$ cat src/rtl/usb_cmd_decoder_if.sv
// Downstream word stream and decoded register bundle between the FX2 slave-FIFO
// bridge side and the host-command decoder.
interface usb_cmd_decoder_if;
   logic        dn_val;
   logic [15:0] dn_dat;
   logic [31:0] reg_freq;
   logic [15:0] reg_ctrl;
   logic [7:0]  reg_gain;
   logic        freq_upd;
   logic        ctrl_upd;
   logic        gain_upd;
   logic        frame_ok;
   logic [7:0]  err_cnt;
   logic        busy;

   modport master (
      output dn_val, dn_dat,
      input  reg_freq, reg_ctrl, reg_gain, freq_upd, ctrl_upd, gain_upd,
             frame_ok, err_cnt, busy
   );

   modport slave (
      input  dn_val, dn_dat,
      output reg_freq, reg_ctrl, reg_gain, freq_upd, ctrl_upd, gain_upd,
             frame_ok, err_cnt, busy
   );
endinterface

$ cat src/rtl/usb_cmd_decoder.sv
// Framed host-command decoder: hunts SYNC, checks LEN and checksum, then commits
// freq/ctrl/gain registers with one-cycle update strobes; bad frames are counted.
module usb_cmd_decoder #(
   parameter logic [15:0] SYNC_WORD   = 16'hA55A,
   parameter int unsigned MAX_LEN     = 4,
   parameter int unsigned TIMEOUT_CYC = 64
) (
   input logic              clk_24m,
   input logic              rst_n,
   usb_cmd_decoder_if.slave bus
);
   localparam int unsigned TW = $clog2(TIMEOUT_CYC + 1);
   localparam int unsigned IW = (MAX_LEN > 1) ? $clog2(MAX_LEN) : 1;

   typedef enum logic [2:0] {
      S_HUNT, S_CMD, S_LEN, S_PAY, S_CHK, S_COMMIT
   } state_t;

   state_t        state;
   logic [15:0]   w;
   logic [15:0]   cmd;
   logic [15:0]   sum;
   logic [3:0]    len;
   logic [3:0]    idx;
   logic [15:0]   pay [MAX_LEN];
   logic [TW-1:0] tmo;
   logic          abort;
   logic          cmd_ok;

   assign w        = {bus.dn_dat[7:0], bus.dn_dat[15:8]};
   assign bus.busy = (state != S_HUNT);

   always_comb begin
      cmd_ok = ((cmd == 16'h0001) && (len == 4'd2)) ||
               ((cmd == 16'h0002) && (len == 4'd1)) ||
               ((cmd == 16'h0003) && (len == 4'd1));
   end

   // Every reject path funnels through abort so error counting lives in one place.
   always_comb begin
      abort = 1'b0;
      case (state)
         S_CMD, S_LEN, S_PAY, S_CHK: begin
            if (!bus.dn_val && (tmo == TW'(TIMEOUT_CYC - 1)))
               abort = 1'b1;
            if (bus.dn_val && (state == S_LEN) &&
                ((w == 16'd0) || (w > 16'(MAX_LEN))))
               abort = 1'b1;
            if (bus.dn_val && (state == S_CHK) && (w != sum))
               abort = 1'b1;
         end
         S_COMMIT: abort = !cmd_ok;
         default:  abort = 1'b0;
      endcase
   end

   always_ff @(posedge clk_24m) begin
      if (!rst_n) begin
         state        <= S_HUNT;
         cmd          <= '0;
         sum          <= '0;
         len          <= '0;
         idx          <= '0;
         tmo          <= '0;
         bus.reg_freq <= '0;
         bus.reg_ctrl <= '0;
         bus.reg_gain <= '0;
         bus.freq_upd <= 1'b0;
         bus.ctrl_upd <= 1'b0;
         bus.gain_upd <= 1'b0;
         bus.frame_ok <= 1'b0;
         bus.err_cnt  <= '0;
         for (int unsigned i = 0; i < MAX_LEN; i++)
            pay[i] <= '0;
      end else begin
         bus.freq_upd <= 1'b0;
         bus.ctrl_upd <= 1'b0;
         bus.gain_upd <= 1'b0;
         bus.frame_ok <= 1'b0;
         if (abort) begin
            state <= S_HUNT;
            tmo   <= '0;
            if (bus.err_cnt != 8'hFF)
               bus.err_cnt <= bus.err_cnt + 8'd1;
         end else begin
            case (state)
               S_HUNT: begin
                  tmo <= '0;
                  if (bus.dn_val && (w == SYNC_WORD))
                     state <= S_CMD;
               end
               S_CMD: begin
                  if (bus.dn_val) begin
                     cmd   <= w;
                     sum   <= w;
                     tmo   <= '0;
                     state <= S_LEN;
                  end else begin
                     tmo <= tmo + TW'(1);
                  end
               end
               S_LEN: begin
                  if (bus.dn_val) begin
                     len   <= w[3:0];
                     sum   <= sum + w;
                     idx   <= '0;
                     tmo   <= '0;
                     state <= S_PAY;
                  end else begin
                     tmo <= tmo + TW'(1);
                  end
               end
               S_PAY: begin
                  if (bus.dn_val) begin
                     pay[idx[IW-1:0]] <= w;
                     sum              <= sum + w;
                     idx              <= idx + 4'd1;
                     tmo              <= '0;
                     if (idx == len - 4'd1)
                        state <= S_CHK;
                  end else begin
                     tmo <= tmo + TW'(1);
                  end
               end
               S_CHK: begin
                  if (bus.dn_val) begin
                     tmo   <= '0;
                     state <= S_COMMIT;
                  end else begin
                     tmo <= tmo + TW'(1);
                  end
               end
               S_COMMIT: begin
                  state        <= S_HUNT;
                  bus.frame_ok <= 1'b1;
                  case (cmd)
                     16'h0001: begin
                        bus.reg_freq <= {pay[0], pay[1]};
                        bus.freq_upd <= 1'b1;
                     end
                     16'h0002: begin
                        bus.reg_ctrl <= pay[0];
                        bus.ctrl_upd <= 1'b1;
                     end
                     default: begin
                        bus.reg_gain <= pay[0][7:0];
                        bus.gain_upd <= 1'b1;
                     end
                  endcase
               end
               default: state <= S_HUNT;
            endcase
         end
      end
   end
endmodule

$ cat src/flat_wrapper.sv
// flat-port wrapper written by rule: the top's interface ports become plain ports
module usb_cmd_decoder_flat 
#(
   parameter logic [15:0] SYNC_WORD   = 16'hA55A,
   parameter int unsigned MAX_LEN     = 4,
   parameter int unsigned TIMEOUT_CYC = 64
)
  (clk_24m, rst_n, bus_dn_val, bus_dn_dat, bus_reg_freq, bus_reg_ctrl, bus_reg_gain, bus_freq_upd, bus_ctrl_upd, bus_gain_upd, bus_frame_ok, bus_err_cnt, bus_busy);
  usb_cmd_decoder_if bus_i ();
  input logic clk_24m;
  input logic rst_n;
  input wire logic [$bits(bus_i.dn_val)-1:0] bus_dn_val;
  input wire logic [$bits(bus_i.dn_dat)-1:0] bus_dn_dat;
  output wire logic [$bits(bus_i.reg_freq)-1:0] bus_reg_freq;
  output wire logic [$bits(bus_i.reg_ctrl)-1:0] bus_reg_ctrl;
  output wire logic [$bits(bus_i.reg_gain)-1:0] bus_reg_gain;
  output wire logic [$bits(bus_i.freq_upd)-1:0] bus_freq_upd;
  output wire logic [$bits(bus_i.ctrl_upd)-1:0] bus_ctrl_upd;
  output wire logic [$bits(bus_i.gain_upd)-1:0] bus_gain_upd;
  output wire logic [$bits(bus_i.frame_ok)-1:0] bus_frame_ok;
  output wire logic [$bits(bus_i.err_cnt)-1:0] bus_err_cnt;
  output wire logic [$bits(bus_i.busy)-1:0] bus_busy;
  assign bus_i.dn_val = bus_dn_val;
  assign bus_i.dn_dat = bus_dn_dat;
  assign bus_reg_freq = bus_i.reg_freq;
  assign bus_reg_ctrl = bus_i.reg_ctrl;
  assign bus_reg_gain = bus_i.reg_gain;
  assign bus_freq_upd = bus_i.freq_upd;
  assign bus_ctrl_upd = bus_i.ctrl_upd;
  assign bus_gain_upd = bus_i.gain_upd;
  assign bus_frame_ok = bus_i.frame_ok;
  assign bus_err_cnt = bus_i.err_cnt;
  assign bus_busy = bus_i.busy;
  usb_cmd_decoder #(.SYNC_WORD(SYNC_WORD), .MAX_LEN(MAX_LEN), .TIMEOUT_CYC(TIMEOUT_CYC)) u_core (.clk_24m(clk_24m), .rst_n(rst_n), .bus(bus_i));
endmodule
$ cat config.mk
export PLATFORM = sky130hd
export DESIGN_NAME = usb_cmd_decoder_flat
export DESIGN_NICKNAME = d
export VERILOG_FILES = /design/src/rtl/usb_cmd_decoder_if.sv /design/src/rtl/usb_cmd_decoder.sv /design/src/flat_wrapper.sv
export SDC_FILE = /design/constraint.sdc
export NUM_CORES = 1
export LEC_CHECK = 0
export CORE_MARGIN = 3
export CORE_UTILIZATION = 45
export CTS_BUF_LIST = sky130_fd_sc_hd__clkbuf_8
export DETAILED_ROUTE_END_ITERATION = 12
export PLACE_DENSITY_LB_ADDON = 0.3
export SLEW_MARGIN = 0
export SYNTH_ARGS = -nofsm -noshare
export SYNTH_HDL_FRONTEND = slang
export SYNTH_SLANG_ARGS = --single-unit
$ cat constraint.sdc
create_clock -name clk_24m -period 2.78 [get_ports clk_24m]
set_clock_uncertainty 0.05 [all_clocks]
set_input_delay 0.417 -clock clk_24m [delete_from_list [all_inputs] [get_ports clk_24m]]
set_output_delay 0.417 -clock clk_24m [all_outputs]
set_load 0.02 [all_outputs]
---- Word-level counts from Yosys, hierarchy flattened ----
Memories as Yosys holds them, arrays and structs flattened. A register that Yosys moved wholly into a read port is not among the register bits.
Cells that the tools add are included.
W data, S select, Z words.
storage, ports and cells
  bits in writable memories ............... 64
  bits in registers ....................... 118
  logic and storage cells ................. 115
  memories kept ........................... 1
  output and inout port bits .............. 69
cells by class
  mux-type cells .......................... 32
  bitwise operators ....................... 4
  add/subtract/negate cells ............... 5
  order comparisons ....................... 1
  reduce and logical (&&, ||, !) cells .... 36
  equal/unequal tests ..................... 22
memory list
  name        depth  bits a word  read ports  clocked after memory_dff  write ports  RTL line               source
  u_core.pay  4      16           2           1                         4            usb_cmd_decoder.sv:25  logic [15:0] pay [MAX_LEN];
operators by type and width
  cell                    number
  $mux W16                3
  $eq A16 B2 Y1 const B   2
  $pmux W16 S2            1
  $mux W3                 6
  $add A16 B16 Y16        1
  $eq A16 B1 Y1 const B   1
  $eq A16 B16 Y1 const B  1
  $gt A16 B3 Y1 const B   1
  $logic_not A16 Y1       1
  $ne A16 B16 Y1          1
  $reduce_or A16 Y1       1
  $pmux W3 S5             1
  $reduce_and A3 Y1       5
  $mux W1                 14
  $pmux W7 S2             1
  $logic_and A1 B1 Y1     9
  $add A8 B1 Y8 const B   1
  $mux W4                 2
  $ne A2 B2 Y1 const B    4
  $ne A8 B8 Y1 const B    1
  $pmux W4 S2             1
  $reduce_and A4 Y1       2
  $add A7 B1 Y7 const B   1
  $eq A7 B6 Y1 const B    1
  other kinds (23)        38

---- Longest topological paths before layout ----
  depth in word-level cells ............... 11
  depth in mapped cells ................... 11
  mapped depth without buffers ............ 10

---- Worst setup path before layout ----
Ideal clock, no wire load.
  path kind ............................... in2reg
  start point ............................. in bus_dn_dat[14]
  end point ............................... reg u_core.state[0]
  library setup time ...................... 67 ps
  path slack .............................. 290 ps
  cell stages on the path ................. 9
  arrival ................................. 2,373 ps
  required time ........................... 2,663 ps
  cells stage by stage .................... ha_1 -> or4_1 -> nor4_1 -> a41oi_1 -> o2bb2ai_1 -> a31oi_2 -> buf_6 -> nand2_1 -> nor2_1
on the way
  word-level cells in the longest chain between the ends .. 7
  elaborated cells between the ends (all ways) .. 14
  classes of those cells .................. 1 x order compare; 3 x eq/ne; 3 x mux; 7 x reduce/logical
ends and longest elaborated chain
  what                                                       RTL line               source
  start, declared                                            flat_wrapper.sv:13     input wire logic [$bits(bus_i.dn_dat)-1:0] bus_dn_dat;
  $gt A16 B3 Y1 / $logic_not A16 Y1 (equally long branches)  usb_cmd_decoder.sv:47  ((w == 16'd0) || (w > 16'(MAX_LEN))))
  $logic_or A1 B1 Y1                                         usb_cmd_decoder.sv:47
  $logic_and A1 B1 Y1                                        usb_cmd_decoder.sv:46  if (bus.dn_val && (state == S_LEN) &&
  $mux W1                                                    usb_cmd_decoder.sv:46
  $mux W1                                                    usb_cmd_decoder.sv:49  if (bus.dn_val && (state == S_CHK) && (w != sum))
  $pmux W1 S2                                                usb_cmd_decoder.sv:42  case (state)
  $reduce_or A2 Y1 (no line)                                 --
  end signal, assigned                                       usb_cmd_decoder.sv:59  state <= S_HUNT;
  end signal, assigned                                       usb_cmd_decoder.sv:81  state <= S_HUNT;
  end signal, assigned                                       usb_cmd_decoder.sv:90  state <= S_CMD;
  end, declared                                              usb_cmd_decoder.sv:19  state_t state;
Parallel ways exist; a longest one is shown, timed or not.
A chain may end at the register's enable or synchronous reset.

---- Worst setup path in the final report ----
  start point ............................. in bus_dn_dat[12]
  end point ............................... reg u_core.bus.err_cnt[7] (netlist bit)
on the way
  word-level cells in the longest chain between the ends .. 7
  elaborated cells between the ends (all ways) .. 10
  classes of those cells .................. 1 x order compare; 1 x eq/ne; 3 x mux; 5 x reduce/logical
ends and longest elaborated chain
  what                                                       RTL line                  source
  $gt A16 B3 Y1 / $logic_not A16 Y1 (equally long branches)  usb_cmd_decoder.sv:47
  $logic_or A1 B1 Y1                                         usb_cmd_decoder.sv:47
  $logic_and A1 B1 Y1                                        usb_cmd_decoder.sv:46
  $mux W1                                                    usb_cmd_decoder.sv:46
  $mux W1 *                                                  usb_cmd_decoder.sv:49
  $pmux W1 S2 *                                              usb_cmd_decoder.sv:42
  $reduce_and A2 Y1 (no line) *                              --
  end signal, assigned                                       usb_cmd_decoder.sv:84     bus.err_cnt <= bus.err_cnt + 8'd1;
  end, declared                                              usb_cmd_decoder_if.sv:25  frame_ok, err_cnt, busy
Every way passes the cells marked *; elsewhere a longest branch is shown, timed or not.

==> run_results.csv <==
group,metric,value,unit
floorplanning,die_height,130,um
yosys,yosys_register_bits,150,
timing,worstMarginPinSlew,0.633,ns
clocking,worst_setup_hold_path_clk_slew,0.08,ns
clocking,post_cts_resize_count,0,
worst_setup_path,timing.critical_path.fanout_max,13,
yosys,synth_edf_count,32,
layout,layout-drive-gt1-share,0.122,
grt,global_route.usage.total,0.204,
floorplanning,core,0.0148,mm2
place,dpl.cell_count,1060,
layout,num-nets-final,936,
routing,vias,5875,
worst_hold_path,min-delay-path-class,"reg2reg",
routing,dr.pass1.iters,4,
yosys,syn_area,0.00687,mm2
timing,max_clock_freq,0.381,GHz
yosys,synth-seq-area-share,0.484,
place,dp_hpwl,11700,um
yosys,synth_fp_nets,806,
clocking,tritoncts,"built",
floorplanning,initial_core_util,0.465,
routing,post_drt_via_cell_ratio,5.38,
worst_setup_path,logic_depth_of_the_worst_register_to_register_path,9,
pwr,vdd_ir_drop_max,253,uV
outcome,outcome,"finished clean",
routing,route.antenna.remaining_nets,0,
routing,drt_iter0_drc,277,
yosys,post_synth_num_cell_types,65,
clocking,cts.sinks,150,
place,placed_area,0.00831,mm2
clocking,cts_root_buf,"sky130_fd_sc_hd__clkbuf_8",
pwr,p_total,4080,uW
timing,hold_viol,0,
routing,drc_errors,0,
layout,area_growth_syn_to_layout,26.7,%
worst_setup_path,worst_setup_path_end_kind,"flop",
grt,first_pass_grt_wire_length,27200,um
routing,finalWirelength,16400,um
routing,route.detailed.wl_per_inst,15.0,um
yosys,gate_count_after_technology_mapping,765,
worst_setup_path,critical_path.startpoint_type,"input pin",
layout,final_core_util,0.590,
floorplanning,boundaryPins,88,
pwr,power_leakage,0.00312,uW
worst_setup_path,crit_path_dat,2.90,ns
yosys,synth_async_sr_flop_share,0,
layout,final_cells,1092,
layout,final_instance_area,0.00870,mm2
floorplanning,design.die.area,0.0168,mm2
floorplanning,floorplan_die_width,130,um
clocking,tritoncts.num_buffers,17,
place,buffer_ports.inserted,87,
layout,total_of_fill_cells_in_the_finished_design,1306,
clocking,cts_setup_buffers,0,
timing,final_period_minus_worst_setup_slack,2.62,ns
floorplanning,fp-row-count,44,
worst_setup_path,crit_path_kind,"in2reg",
timing,rsz0062_at_grt,"no",
place,place.gp.congestion,0.855,
yosys,synthesis.area_per_instance,8.97,um2
grt,grt_antenna_before_repair,0,
clocking,clk_path_buf_depth,2,
yosys,synth_ff_type,"sky130_fd_sc_hd__dfxtp_1",
pwr,power.density_cell_area,469,mW/mm2
timing,setup_violations,0,
timing,final_min_period_over_clock_period,0.943,
worst_setup_path,worst_ep_required_time,3.06,ns
flow_run,max_cap_viol_count,0,
worst_hold_path,hold-path-cell-count,2,
grt,pin_count_of_the_biggest_net_entering_global_routing,40,
clocking,cts_htree_levels,4,
worst_setup_path,worst-r2r-setup-slack,0.24,ns
grt,grt_remaining_overflow,0,
layout,antenna-diode-count,0,
timing,timing_max_transition_violations_final,0,
yosys,yosysWarnings,0,
grt,grt_pass1_vias,5521,
timing,slew-limit-headroom,0.578,
clocking,cts_hold_repair.buffers,0,
clocking,clkLatencyLatePin,0.46,ns
[synthesized netlist by cell type, drive strengths merged, types with 5 or more instances]
| library cell | n | area (um2) |
|---|---|---|
| nor3 | 11 | 55.1 |
| o21ai | 26 | 130 |
| o211ai | 5 | 37.5 |
| or3 | 5 | 31.3 |
| mux2i | 29 | 290 |
| and2 | 37 | 234 |
| clkbuf | 33 | 124 |
| nor2 | 68 | 260 |
| a21oi | 79 | 395 |
| nand2 | 131 | 492 |
| xor2 | 7 | 61.3 |
| nand3 | 14 | 70.1 |
| nor4 | 13 | 81.3 |
| nor2b | 6 | 37.5 |
| a21o | 5 | 37.5 |
| xnor2 | 10 | 87.6 |
| inv | 15 | 56.3 |
| a31oi | 6 | 43.8 |
| a32oi | 5 | 43.8 |
| nand4 | 10 | 62.6 |
| ha | 21 | 263 |
| dfxtp | 118 | 2360 |
| a211oi | 7 | 52.6 |
| nand2b | 9 | 56.3 |
| buf | 8 | 65.1 |
| edfxtp | 32 | 961 |
[cell type report]
type,instances,area (um2),share of cell area
Clock buffer,17,234,0.0269
Clock inverter,15,151,0.0174
Inverter,16,60.1,0.00690
Multi-Input combinational cell,558,3300,0.380
Sequential cell,150,3320,0.382
Tap cell,184,230,0.0265
Timing Repair Buffer,152,1400,0.161
[metrics by stage]
step	worst slack (ns)	TNS (ns)	hold WS, ns
floorplan	0.290	0	0.386
detailed placement	-0.328	-6.38	0.397
global placement	-0.315	-5.72	0.392
global route	0.00810	0	0.428
finish	0.158	0	0.406
CTS	0.159	0	0.408
[flip-flops by register name, indices dropped and copies added (netlist names), 3 cells and up]
name	flops
u_core.len	4
u_core.pay	32
u_core.state	3
u_core.bus.reg_freq	32
u_core.idx	4
u_core.tmo	7
u_core.bus.reg_ctrl	16
u_core.bus.reg_gain	8
u_core.bus.err_cnt	8
u_core.sum	16
u_core.cmd	16
[power breakdown]
group          internal, uW  switching, uW
registers              2240           9.17
clock network           798            846
logic                  77.9            115
total                  3110            970
[path summary, 6_finish.rpt]
| path | from | endpoint |
|---|---|---|
| setup / recovery | bus_dn_dat[12] | u_core.bus.err_cnt[7] |
| hold / removal | u_core.bus.reg_freq[16] | u_core.bus.reg_freq[16] |
| setup reg to reg | u_core.cmd[15] | u_core.bus.reg_ctrl[15] |
| hold reg to reg | u_core.bus.reg_freq[16] | u_core.bus.reg_freq[16] |
[cells by family (layout without fill, tap and decap cells)]
family                     Yosys count  after routing  share of synthesized area
AOI/OAI and AO/OA                  162            162                      0.146
xor gates and xnor gates            17             17                     0.0217
adders and majority gates           23             23                     0.0426
buffers and inverters               57            200                     0.0363
DFF                                150            150                      0.484
muxes                               30             30                     0.0439
and+or+nand+nor                    326            326                      0.226
[critical path, stage by stage]
cell and delay [ns]:
sky130_fd_sc_hd__clkdlybuf4s50_1 0.44, sky130_fd_sc_hd__ha_1 0.36, sky130_fd_sc_hd__or4_1 0.47, sky130_fd_sc_hd__nor4_1 0.24, sky130_fd_sc_hd__a41oi_1 0.20, sky130_fd_sc_hd__o2bb2ai_1 0.18
sky130_fd_sc_hd__a31oi_2 0.21, sky130_fd_sc_hd__buf_4 0.20, sky130_fd_sc_hd__or3_1 0.12, sky130_fd_sc_hd__a21oi_1 0.06
[cell usage in the layout (no fill, tap or decap), types with 9 or more instances in the layout]
master                            Yosys  layout
sky130_fd_sc_hd__nand4_1             10      10
sky130_fd_sc_hd__dfxtp_1            118     118
sky130_fd_sc_hd__o21ai_0             26      26
sky130_fd_sc_hd__clkdlybuf4s50_1      0      87
sky130_fd_sc_hd__inv_1               15      15
sky130_fd_sc_hd__nand2_1            131     131
sky130_fd_sc_hd__xnor2_1             10      10
sky130_fd_sc_hd__a21oi_1             79      79
sky130_fd_sc_hd__mux2i_1             29      29
sky130_fd_sc_hd__edfxtp_1            32      32
sky130_fd_sc_hd__clkbuf_8             0      17
sky130_fd_sc_hd__and2_1              36      36
sky130_fd_sc_hd__nor2_1              66      65
sky130_fd_sc_hd__nand3_1             14      14
sky130_fd_sc_hd__nand2b_1             9       9
sky130_fd_sc_hd__buf_4                1      62
sky130_fd_sc_hd__nor4_1              13      13
sky130_fd_sc_hd__ha_1                21      21
sky130_fd_sc_hd__nor3_1              11      11
[metal layers]
metal / track usage / share of wire / up-vias
li1: - / - / 2959
met5: 0 / 0 / -
met2: 0.336 / 0.46 / 125
met3: 0.0437 / 0.043 / 20
met1: 0.269 / 0.48 / 2771
met4: 0.0666 / 0.015 / 0
(Power assumes the default switching activity.)
